[src/rtl/ks_restoring_divider_pkg.sv]
// Shared definitions for the restoring divider: FSM state encoding and
// the sizing helper for the iteration counter.
package ks_restoring_divider_pkg;

   typedef enum logic [1:0] {
      IDLE = 2'd0,
      CALC = 2'd1,
      DONE = 2'd2
   } state_t;

   // Counter width is ceil(log2(width)), never narrower than one bit.
   function automatic int cnt_bits(input int width);
      return (width <= 2) ? 1 : $clog2(width);
   endfunction

endpackage

[src/rtl/ks_subtractor.sv]
// Combinational Kogge-Stone subtractor: diff = a - b computed as a + ~b + 1
// with a log-depth generate/propagate prefix tree. borrow_n is the carry-out,
// so a borrow happened exactly when borrow_n is low.
module ks_subtractor
   import ks_restoring_divider_pkg::*;
#(
   parameter int N = 9
) (
   input  logic [N-1:0] a,
   input  logic [N-1:0] b,
   output logic [N-1:0] diff,
   output logic         borrow_n
);

   logic [N-1:0] b_inv;
   logic [N-1:0] gen0;
   logic [N-1:0] prop0;
   logic [N-1:0] gen_cur;
   logic [N-1:0] prop_cur;
   logic [N-1:0] gen_nxt;
   logic [N-1:0] prop_nxt;

   // Prefix tree: the carry-in of 1 is folded into bit 0's generate, then each
   // level doubles the span combined by the black cells.
   always_comb begin
      b_inv    = ~b;
      gen0     = a & b_inv;
      prop0    = a ^ b_inv;
      gen_cur  = gen0;
      gen_cur[0] = gen0[0] | prop0[0];
      prop_cur = prop0;
      gen_nxt  = gen_cur;
      prop_nxt = prop_cur;
      for (int d = 1; d < N; d = d * 2) begin
         gen_nxt  = gen_cur;
         prop_nxt = prop_cur;
         for (int i = d; i < N; i++) begin
            gen_nxt[i]  = gen_cur[i] | (prop_cur[i] & gen_cur[i-d]);
            prop_nxt[i] = prop_cur[i] & prop_cur[i-d];
         end
         gen_cur  = gen_nxt;
         prop_cur = prop_nxt;
      end
      diff     = prop0 ^ {gen_cur[N-2:0], 1'b1};
      borrow_n = gen_cur[N-1];
   end

endmodule

[src/rtl/ks_restoring_divider.sv]
// Sequential radix-2 restoring divider producing one quotient bit per clock.
// Valid/ready handshakes on both sides; divide-by-zero returns all-ones
// quotient and the dividend as remainder with div_by_zero flagged.
module ks_restoring_divider
   import ks_restoring_divider_pkg::*;
#(
   parameter int WIDTH = 8
) (
   input  logic             clk,
   input  logic             rst,
   input  logic             in_valid,
   output logic             in_ready,
   input  logic [WIDTH-1:0] dividend,
   input  logic [WIDTH-1:0] divisor,
   output logic             out_valid,
   input  logic             out_ready,
   output logic [WIDTH-1:0] quotient,
   output logic [WIDTH-1:0] remainder,
   output logic             div_by_zero
);

   localparam int CW = cnt_bits(WIDTH);

   state_t           state;
   state_t           next_state;
   logic [CW-1:0]    cnt;
   logic [WIDTH:0]   part_rem;
   logic [WIDTH-1:0] quo_sr;
   logic [WIDTH-1:0] div_reg;
   logic [WIDTH:0]   trial;
   logic [WIDTH:0]   diff;
   logic             borrow_n;
   logic [WIDTH:0]   next_rem;
   logic [WIDTH-1:0] next_quo;
   logic             accept;
   logic             last_iter;
   logic             unused_rem_msb;

   assign accept    = in_valid & in_ready;
   assign last_iter = (cnt == CW'(WIDTH - 1));

   // The remainder stays below the divisor, so the partial remainder's top
   // bit is only ever a scratch bit of the trial subtraction.
   assign unused_rem_msb = part_rem[WIDTH];

   assign trial    = {part_rem[WIDTH-1:0], quo_sr[WIDTH-1]};
   assign next_rem = borrow_n ? diff : trial;
   assign next_quo = {quo_sr[WIDTH-2:0], borrow_n};

   ks_subtractor #(.N(WIDTH + 1)) u_sub (
      .a        (trial),
      .b        ({1'b0, div_reg}),
      .diff     (diff),
      .borrow_n (borrow_n)
   );

   // State register; reset aborts any in-flight operation.
   always_ff @(posedge clk) begin
      if (rst) state <= IDLE;
      else     state <= next_state;
   end

   // Next-state logic: zero divisors skip straight to DONE, CALC runs WIDTH cycles.
   always_comb begin
      next_state = state;
      case (state)
         IDLE: if (accept) next_state = (divisor == '0) ? DONE : CALC;
         CALC: if (last_iter) next_state = DONE;
         DONE: if (out_ready) next_state = IDLE;
         default: next_state = IDLE;
      endcase
   end

   // Handshake outputs decoded from the current state.
   always_comb begin
      in_ready  = (state == IDLE);
      out_valid = (state == DONE);
   end

   // Datapath: capture operands on accept, shift/subtract in CALC, and load the
   // result registers only when entering DONE so they hold steady while valid.
   always_ff @(posedge clk) begin
      if (rst) begin
         cnt         <= '0;
         part_rem    <= '0;
         quo_sr      <= '0;
         div_reg     <= '0;
         quotient    <= '0;
         remainder   <= '0;
         div_by_zero <= 1'b0;
      end else begin
         case (state)
            IDLE: begin
               if (accept) begin
                  cnt      <= '0;
                  part_rem <= '0;
                  quo_sr   <= dividend;
                  div_reg  <= divisor;
                  if (divisor == '0) begin
                     quotient    <= '1;
                     remainder   <= dividend;
                     div_by_zero <= 1'b1;
                  end
               end
            end
            CALC: begin
               part_rem <= next_rem;
               quo_sr   <= next_quo;
               cnt      <= cnt + 1'b1;
               if (last_iter) begin
                  quotient    <= next_quo;
                  remainder   <= next_rem[WIDTH-1:0];
                  div_by_zero <= 1'b0;
               end
            end
            default: ;
         endcase
      end
   end

endmodule

[config.mk]
export PLATFORM = sky130hd
export DESIGN_NAME = ks_restoring_divider
export DESIGN_NICKNAME = d
export VERILOG_FILES = /design/src/rtl/ks_restoring_divider_pkg.sv /design/src/rtl/ks_subtractor.sv /design/src/rtl/ks_restoring_divider.sv
export SDC_FILE = /design/constraint.sdc
export NUM_CORES = 1
export LEC_CHECK = 0
export ABC_AREA = 1
export CORE_ASPECT_RATIO = 0.6
export CORE_UTILIZATION = 57
export CTS_CLUSTER_SIZE = 16
export DETAILED_ROUTE_END_ITERATION = 12
export HOLD_SLACK_MARGIN = 0.05
export PLACE_DENSITY = 0.8
export REMOVE_ABC_BUFFERS = 1
export SYNTH_ARGS = -nofsm -noshare
export SYNTH_HDL_FRONTEND = slang
export SYNTH_SLANG_ARGS = --single-unit
export TNS_END_PERCENT = 10
[constraint.sdc]
create_clock -name clk -period 2.8 [get_ports clk]
set_input_delay 0.7 -clock clk [delete_from_list [all_inputs] [get_ports clk]]
set_output_delay 0.7 -clock clk [all_outputs]
set_load 0.02 [all_outputs]
# == Word level (Yosys, flattened, before mapping) ==
# Index checks and enable logic that the tools add are counted.
# op_classes
addsub,1
eq_ne,7
mux,24
n_bitwise,53
n_reduce_logical,7
# ops
cell,count
8-bit 2-to-1 mux,9
8-bit case mux with 2 select lines,4
1-bit bitwise AND,30
1-bit OR,19
9-bit bitwise AND,1
8-bit NOT with 9-bit output,1
9-bit bitwise XOR,1
8-bit logical NOT,1
2-bit 2-to-1 mux,4
8-bit bitwise XOR,1
"2-bit by 1-bit inequality test with 1-bit output, second input constant",3
2-bit case mux with 3 select lines,1
3-bit case mux with 2 select lines,1
2-bit AND reduction,2
4-bit AND reduction,1
"3-bit by 1-bit adder with 3-bit output, second input constant",1
"3-bit == test, second input constant",1
1-bit 2-to-1 mux,3
3-bit 2-to-1 mux,1
3-bit AND reduction,1
"2-bit by 1-bit == test with 1-bit output, second input constant",1
"2-bit == test, second input constant",1
2-bit logical NOT,1
"2-bit inequality test, second input constant",1
2 further kinds,2
# word_totals
reg_bits,46
inputBits,20
wordCells,100

# == Depth between registers and ports, before layout ==
# logic_depth
depth_word,12
depth_mapped,14

# == Modules after synthesis ==
# A second synthesis with hierarchy kept.
# hier_totals
cells_unflattened,373
area_unflattened_um2,2519.9
# by_module_without_submodules
mod,instances,cells_per_inst,area_each_um2
ks_restoring_divider,1,286,2050.7
ks_subtractor,1,87,469.2

# == Worst setup path before layout ==
# Ideal clock, no wire load.
# synth_path
path_kind,input to register
startpoint,input divisor[1]
endpoint,register remainder[1]
arrival_time_ns,1.622
setup_slack_ns,1.070
stages,9
n_path_buf,1
path_cell_list,nor2_1 nand2_1 o21ai_0 nand2_4 buf_4 nor2_1 nand3_1 nand2_1 inv_1
# synth_between
elab_chain_len,3
# synth_rtl
item,line_no,text
start: declaration,ks_restoring_divider.sv:14,"input logic [WIDTH-1:0] divisor,"
8-bit logical NOT,ks_restoring_divider.sv:99,if (divisor == '0) begin
2-bit by 1-bit inequality test with 1-bit output (no line),-,
4-bit AND reduction (no line),-,
end signal: assignment,ks_restoring_divider.sv:101,remainder <= dividend;
end signal: assignment,ks_restoring_divider.sv:112,remainder <= next_rem[WIDTH-1:0];
end: declaration,ks_restoring_divider.sv:18,"output logic [WIDTH-1:0] remainder,"
# Every way passes these cells.
# A chain may end at the register's enable or synchronous reset.

# == Worst setup path after layout ==
# layout_path
startpoint,register state[1]
endpoint,output in_ready
# layout_between
elab_chain_len,1
# layout_rtl
item,line_no,text
start: declaration,ks_restoring_divider.sv:24,state_t state;
start signal: assignment,ks_restoring_divider.sv:60,else state <= next_state;
2-bit logical NOT,ks_restoring_divider.sv:76,in_ready = (state == IDLE);
end: declaration,ks_restoring_divider.sv:12,"output logic in_ready,"
# Every way passes these cells.

==> metrics <==
largest family of logic cells by synthesized area simple AND/OR/NAND/NOR gates; reg-to-reg startpoint div_reg[3]; largest fanout on the critical path 4; Final GP Congestion 0.830; register bit count reported by yosys 46; Netlist Area Pre-Place 2380 um^2; Iteration-0 DRC Markers 194; # port buffers 38; clk buf depth 2; fill count 328; setup TNS 0 ps; crit path kind flip-flop to output pin; Post-DP Area 2780 um^2; final hold vios 0; leak pwr 1.43 nW; drt drc 0; total power 1.75 mW; CP Capture Type output pin; cell taking the most area after synthesis dfxtp_1; worst setup margin 570 ps; Synth-to-Final Area Change 20.5%; Synth Area in Compound Gates 0.127; clock buffer count from CTS 5; post-DP HPWL 4070 um; Die H 52.1 um; crit share post-route 0.796; post-synthesis adder-cell area fraction 0.0609; clk slew on worst S/H paths 80 ps; initial antenna violation count 0; xor/xnor share of the synthesized area 0.0110; post-cts resize count 0; vias in the first global route 2048; area share of the largest cell type after synthesis 0.386; Stages on worst setup path 4; core footprint 3830 um^2; Hold Crit Start cnt[0]; fmax 0.448 GHz; largest net degree at the start of global routing 26; Startpoint Class flip-flop; Clock Sinks 46; CP max-delay cell clkdlybuf4s50_1; WL/cell 12.6 um; Rows 17; Routed WL 5520 um; Final #Nets 420; hold buffer count at cts 0; antenna diode count 0; Hold Path Stages 1; simple-gate share of the synthesized area 0.297; Design Area, Final 2870 um^2; area of the multi-input gates 1180 um^2; # IOs 39; Syn Inst Count 352; outcome finished, final reports clean; H-tree levels 2; die width 85.5 um; min Tclk post-route 2230 ps; CP Data Arrival Time 1530 ps; synth warn 0; All-Layer GR Usage 0.278; Final setup viols 0; CP bufs+invs 3; layout cells sized above 1 0.0487; worst skew pair latency 300 ps; largest cells by area after synthesis dfxtp_1 39%, nand2_1 13%, inv_1 8.8%, nor2_1 6.8%, nand3_1 6.5%; worst slew pin tran 737 ps; Clock Root Buffer clkbuf_8; Peak VDD IR 0.413 mV; commonest non-fill, non-tap cells in the layout 84 x nand2_1, 56 x inv_1, 46 x dfxtp_1; MaxCap Viol Count 0; CP top delay family buffers and inverters; hold path endpoint cnt[0]; RR Endpoint part_rem[6]; Fin Clk Skew 5.18 ps; Req. time, crit path 2100 ps; slew margin rel. 0.508; Setup WS pre-CTS 460 ps; first-pass GRT wire length 9280 um; Initial Util 0.623; total iterations of the first detailed-routing run 5; most common cell after layout, fill and taps aside nand2_1; Mean Syn Cell Area 6.77 um^2; CTS tree built; R2R setup slack 850 ps; total number of vias 2291; Seq/Total Area, Yosys 0.386; Final Max Tran Viols 0; RSZ-0062 raised after global routing false; R2R depth 12; max incr delay on CP 600 ps; FF+latch area 921 um^2; Via density 5.24; most used cell, CP inv_1; HP Class flip-flop to flip-flop; critical path, cell by cell inv_1, nand2_1, inv_1, clkdlybuf4s50_1; Die Area 4450 um^2; synth unique cells 31; mux contribution to synthesized area 0; DRT antenna net count 0; total congestion overflow 0; postcts setup bufs 0; PwrDens 611 nW/um^2
-- per-stage QoR --
stage | hold WS (ps) | util | instances
after floorplan | 435 | - | 342
after global placement | 453 | 0.727 | 429
after detailed placement | 457 | 0.727 | 429
after CTS | 469 | 0.751 | 437
after global routing | 493 | 0.751 | 437
final | 465 | 0.751 | 437
-- cell families after synthesis --
group / Yosys count
DFF: 46
adders and majority gates: 11
and+or+nand+nor: 168
buffers and inverters: 69
AOI/OAI and AO/OA: 55
xor gates and xnor gates: 3
-- worst register-to-register path: cells and delay by family (launching register included) --
family,cells,cell delay (ps)
flip-flops,1,310
AO/OA/AOI/OAI,1,180
AND/OR/NAND/NOR,7,810
adder cells (fa/ha/maj),1,380
buffers and inverters,3,210
-- synthesized netlist by cell type --
master,instances
o21ai_2,1
dfxtp_1,46
buf_2,3
nand2_4,1
nand3_1,31
a31oi_1,7
a21oi_1,18
ha_1,10
inv_4,1
buf_6,1
xor2_1,2
or2_0,1
o22ai_1,7
xnor2_1,1
nand2_2,2
inv_1,56
clkinv_1,1
buf_4,2
buf_1,1
o21ai_0,20
fa_1,1
a21oi_2,1
nand4_1,2
o21a_1,1
nor2_4,2
clkbuf_1,3
nor2_1,43
nand2_1,84
or2_1,1
inv_2,1
nor2_2,1
-- cell type report --
cell class | instances | area share
clock inverters | 1 | 0.00174
multi-input cells | 237 | 0.412
repair buffers | 40 | 0.138
inverters | 59 | 0.0779
clock buffers | 7 | 0.0300
well taps | 47 | 0.0205
flip-flops and latches | 46 | 0.320
-- metal layers --
metal / wire length (um) / GRT usage
met1: 2830 / 0.397
met2: 2210 / 0.415
met3: 409 / 0.0778
met4: 73 / 0.0667
met5: 0 / 0
-- where the power goes --
part	switching [mW]	internal [mW]	leakage (nW)
registers	0.0431	0.722	0.377
clock network	0.216	0.199	0.0482
logic	0.355	0.219	1.01
-- how the worst max path moves through the flow --
stage | to | startpoint | slack, ps
6_report | in_ready | state[1] | 570
5_1_grt | in_ready | state[1] | 450
2_1_floorplan | remainder[0] | divisor[1] | 1130
3_3_place_gp | part_rem[4] | in_valid | 530
3_5_place_dp | remainder[6] | divisor[5] | 460
4_1_cts | in_ready | state[1] | 570
Note: power is estimated with default switching activity, not from simulation.
==> edit, RTL diff (config.mk and constraints unchanged) <==
Set the parameter `WIDTH` to 7 (it was 8).
--- a/src/rtl/ks_restoring_divider.sv
+++ b/src/rtl/ks_restoring_divider.sv
@@ -5,5 +5,5 @@
    import ks_restoring_divider_pkg::*;
 #(
-   parameter int WIDTH = 8
+   parameter int WIDTH = 7
 ) (
    input  logic             clk,
Interface: changed (resized dividend, divisor, quotient and remainder); port bits go from 39 to 35. The function was not compared with the original's and may differ.
==> edit against the unedited design <==
Clock power decreased by 9.4%; register-to-register slack got worse by 230 ps; cell area shrank 7.5%; power decreased by 12%; routed wire length decreased by 8.4%; fmax down 0.26%; sequential power fell by 11%; first-iteration DRC count is 6.2% higher; global-route usage decreased by 0.36 points; synthesized cell count down 9.4%; area after synthesis fell by 7.7%; setup slack lost 5.9 ps; die area fell by 7.5%; sequential cell count decreased by 5; critical path type unchanged; highest routed layer unchanged.
==> edit: results (changes against the unedited design) <==
wire length on met3 384 µm (was 409 µm); Commonest cells post-synth nand2_1, inv_1, dfxtp_1 (unchanged); Initial DRT Pass Iterations 4 (was 5); Final Skew 11.5 ps (was 5.18 ps); R2R Setup Slk 620 ps (was 850 ps); Finished Layout Cells 402 (was 437); vias in the first global route 1832 (was 2048); Port Buffers 34 (was 38); initial DRC count 206 (was 194); status finished, final reports clean (unchanged); Nets 382 (was 420); Placer Congestion 0.844 (was 0.830); placed insts 394 (was 429); wire per inst 12.6 µm (about the same); GRT Total Usage 0.274 (was 0.278); layout cell share with drive strength beyond 1 0.0704 (was 0.0487); detailed placement HPWL 3.70 mm (was 4.07 mm); CP endpoint out_valid (was in_ready); Pleak 1.26 nW (was 1.43 nW); largest net degree at the start of global routing 29 (was 26); relative slew slack 0.531 (was 0.508); FILL cells 311 (was 328); top post-synthesis cells by area dfxtp_1, nand2_1, inv_1, a21oi_1, nand3_1 (was dfxtp_1, nand2_1, inv_1, nor2_1, nand3_1); reg2reg start quo_sr[6] (was div_reg[3]); vias per cell 5.33 (was 5.24); Seq/Total Area, Yosys 0.373 (was 0.386); Post-Syn Area per Cell 6.90 µm² (was 6.77 µm²); Distinct cells, synth 32 (was 31); CTS HTree Levels 2 (unchanged); dpl cell area 2580 µm² (was 2780 µm²); worst setup margin 564 ps (was 570 ps); peak supply drop 0.380 mV (was 0.413 mV)
[edit: cell count changes after synthesis, moves of 2 or more]
| cell | unedited run | this run |
|---|---|---|
| nor2_1 | 43 | 16 |
| or2_2 | 0 | 2 |
| nand3_1 | 31 | 24 |
| nand2_1 | 84 | 72 |
| nand4_1 | 2 | 8 |
| inv_1 | 56 | 59 |
| a21oi_1 | 18 | 27 |
| o22ai_1 | 7 | 0 |
| dfxtp_1 | 46 | 41 |
| nor2_2 | 1 | 5 |
| nand3b_1 | 0 | 2 |
[edit: cell type report]
type | instances | area share
Inverter | 61 | 0.0861
Multi-Input combinational cell | 208 | 0.412
Tap cell | 47 | 0.0221
Timing Repair Buffer | 37 | 0.141
Clock buffer | 8 | 0.0301
Sequential cell | 41 | 0.309
[edit: per-layer routing]
layer  vias up  GRT usage
met1       965      0.405
met2        81      0.391
met5         -          0
met4         0     0.0760
li1       1092          -
met3         5     0.0691
[edit: how the worst min path moves through the flow]
stage | startpoint | end | slack [ps] | cells after the start
2_1_floorplan | div_reg[2] | div_reg[2] | 440 | 2
3_3_place_gp | quotient[6] | quotient[6] | 440 | 2
3_5_place_dp | quotient[6] | quotient[6] | 440 | 2
4_1_cts | quotient[6] | quotient[6] | 450 | 2
5_1_grt | quotient[6] | quotient[6] | 470 | 2
6_report | quotient[6] | quotient[6] | 450 | 2
[edit: worst register-to-register path, stage by stage, from the launching register on]
cell	delay (ps)
dfxtp_1	370
inv_1	60
ha_1	200
inv_1	110
fa_1	230
nand2_1	60
nand2_1	160
nand4_2	310
a21oi_2	330
nand2_1	110
nand3_1	80
nand2_1	50
inv_1	60
[edit: power by group]
part	internal [mW]	leakage [nW]	switching [mW]
Sequential	0.641	0.336	0.0400
Clock	0.177	0.0395	0.200
Combinational	0.189	0.887	0.305
Total	1.01	1.26	0.545
[edit: logic make-up (layout without fill, tap and decap cells)]
group,after synthesis,in the layout,share of synthesized area
and+or+nand+nor,137,137,0.282
adders and majority gates,10,10,0.0603
buffers and inverters,70,106,0.130
DFF,41,41,0.373
xor gates and xnor gates,1,1,0.00398
AOI/OAI and AO/OA,60,60,0.151
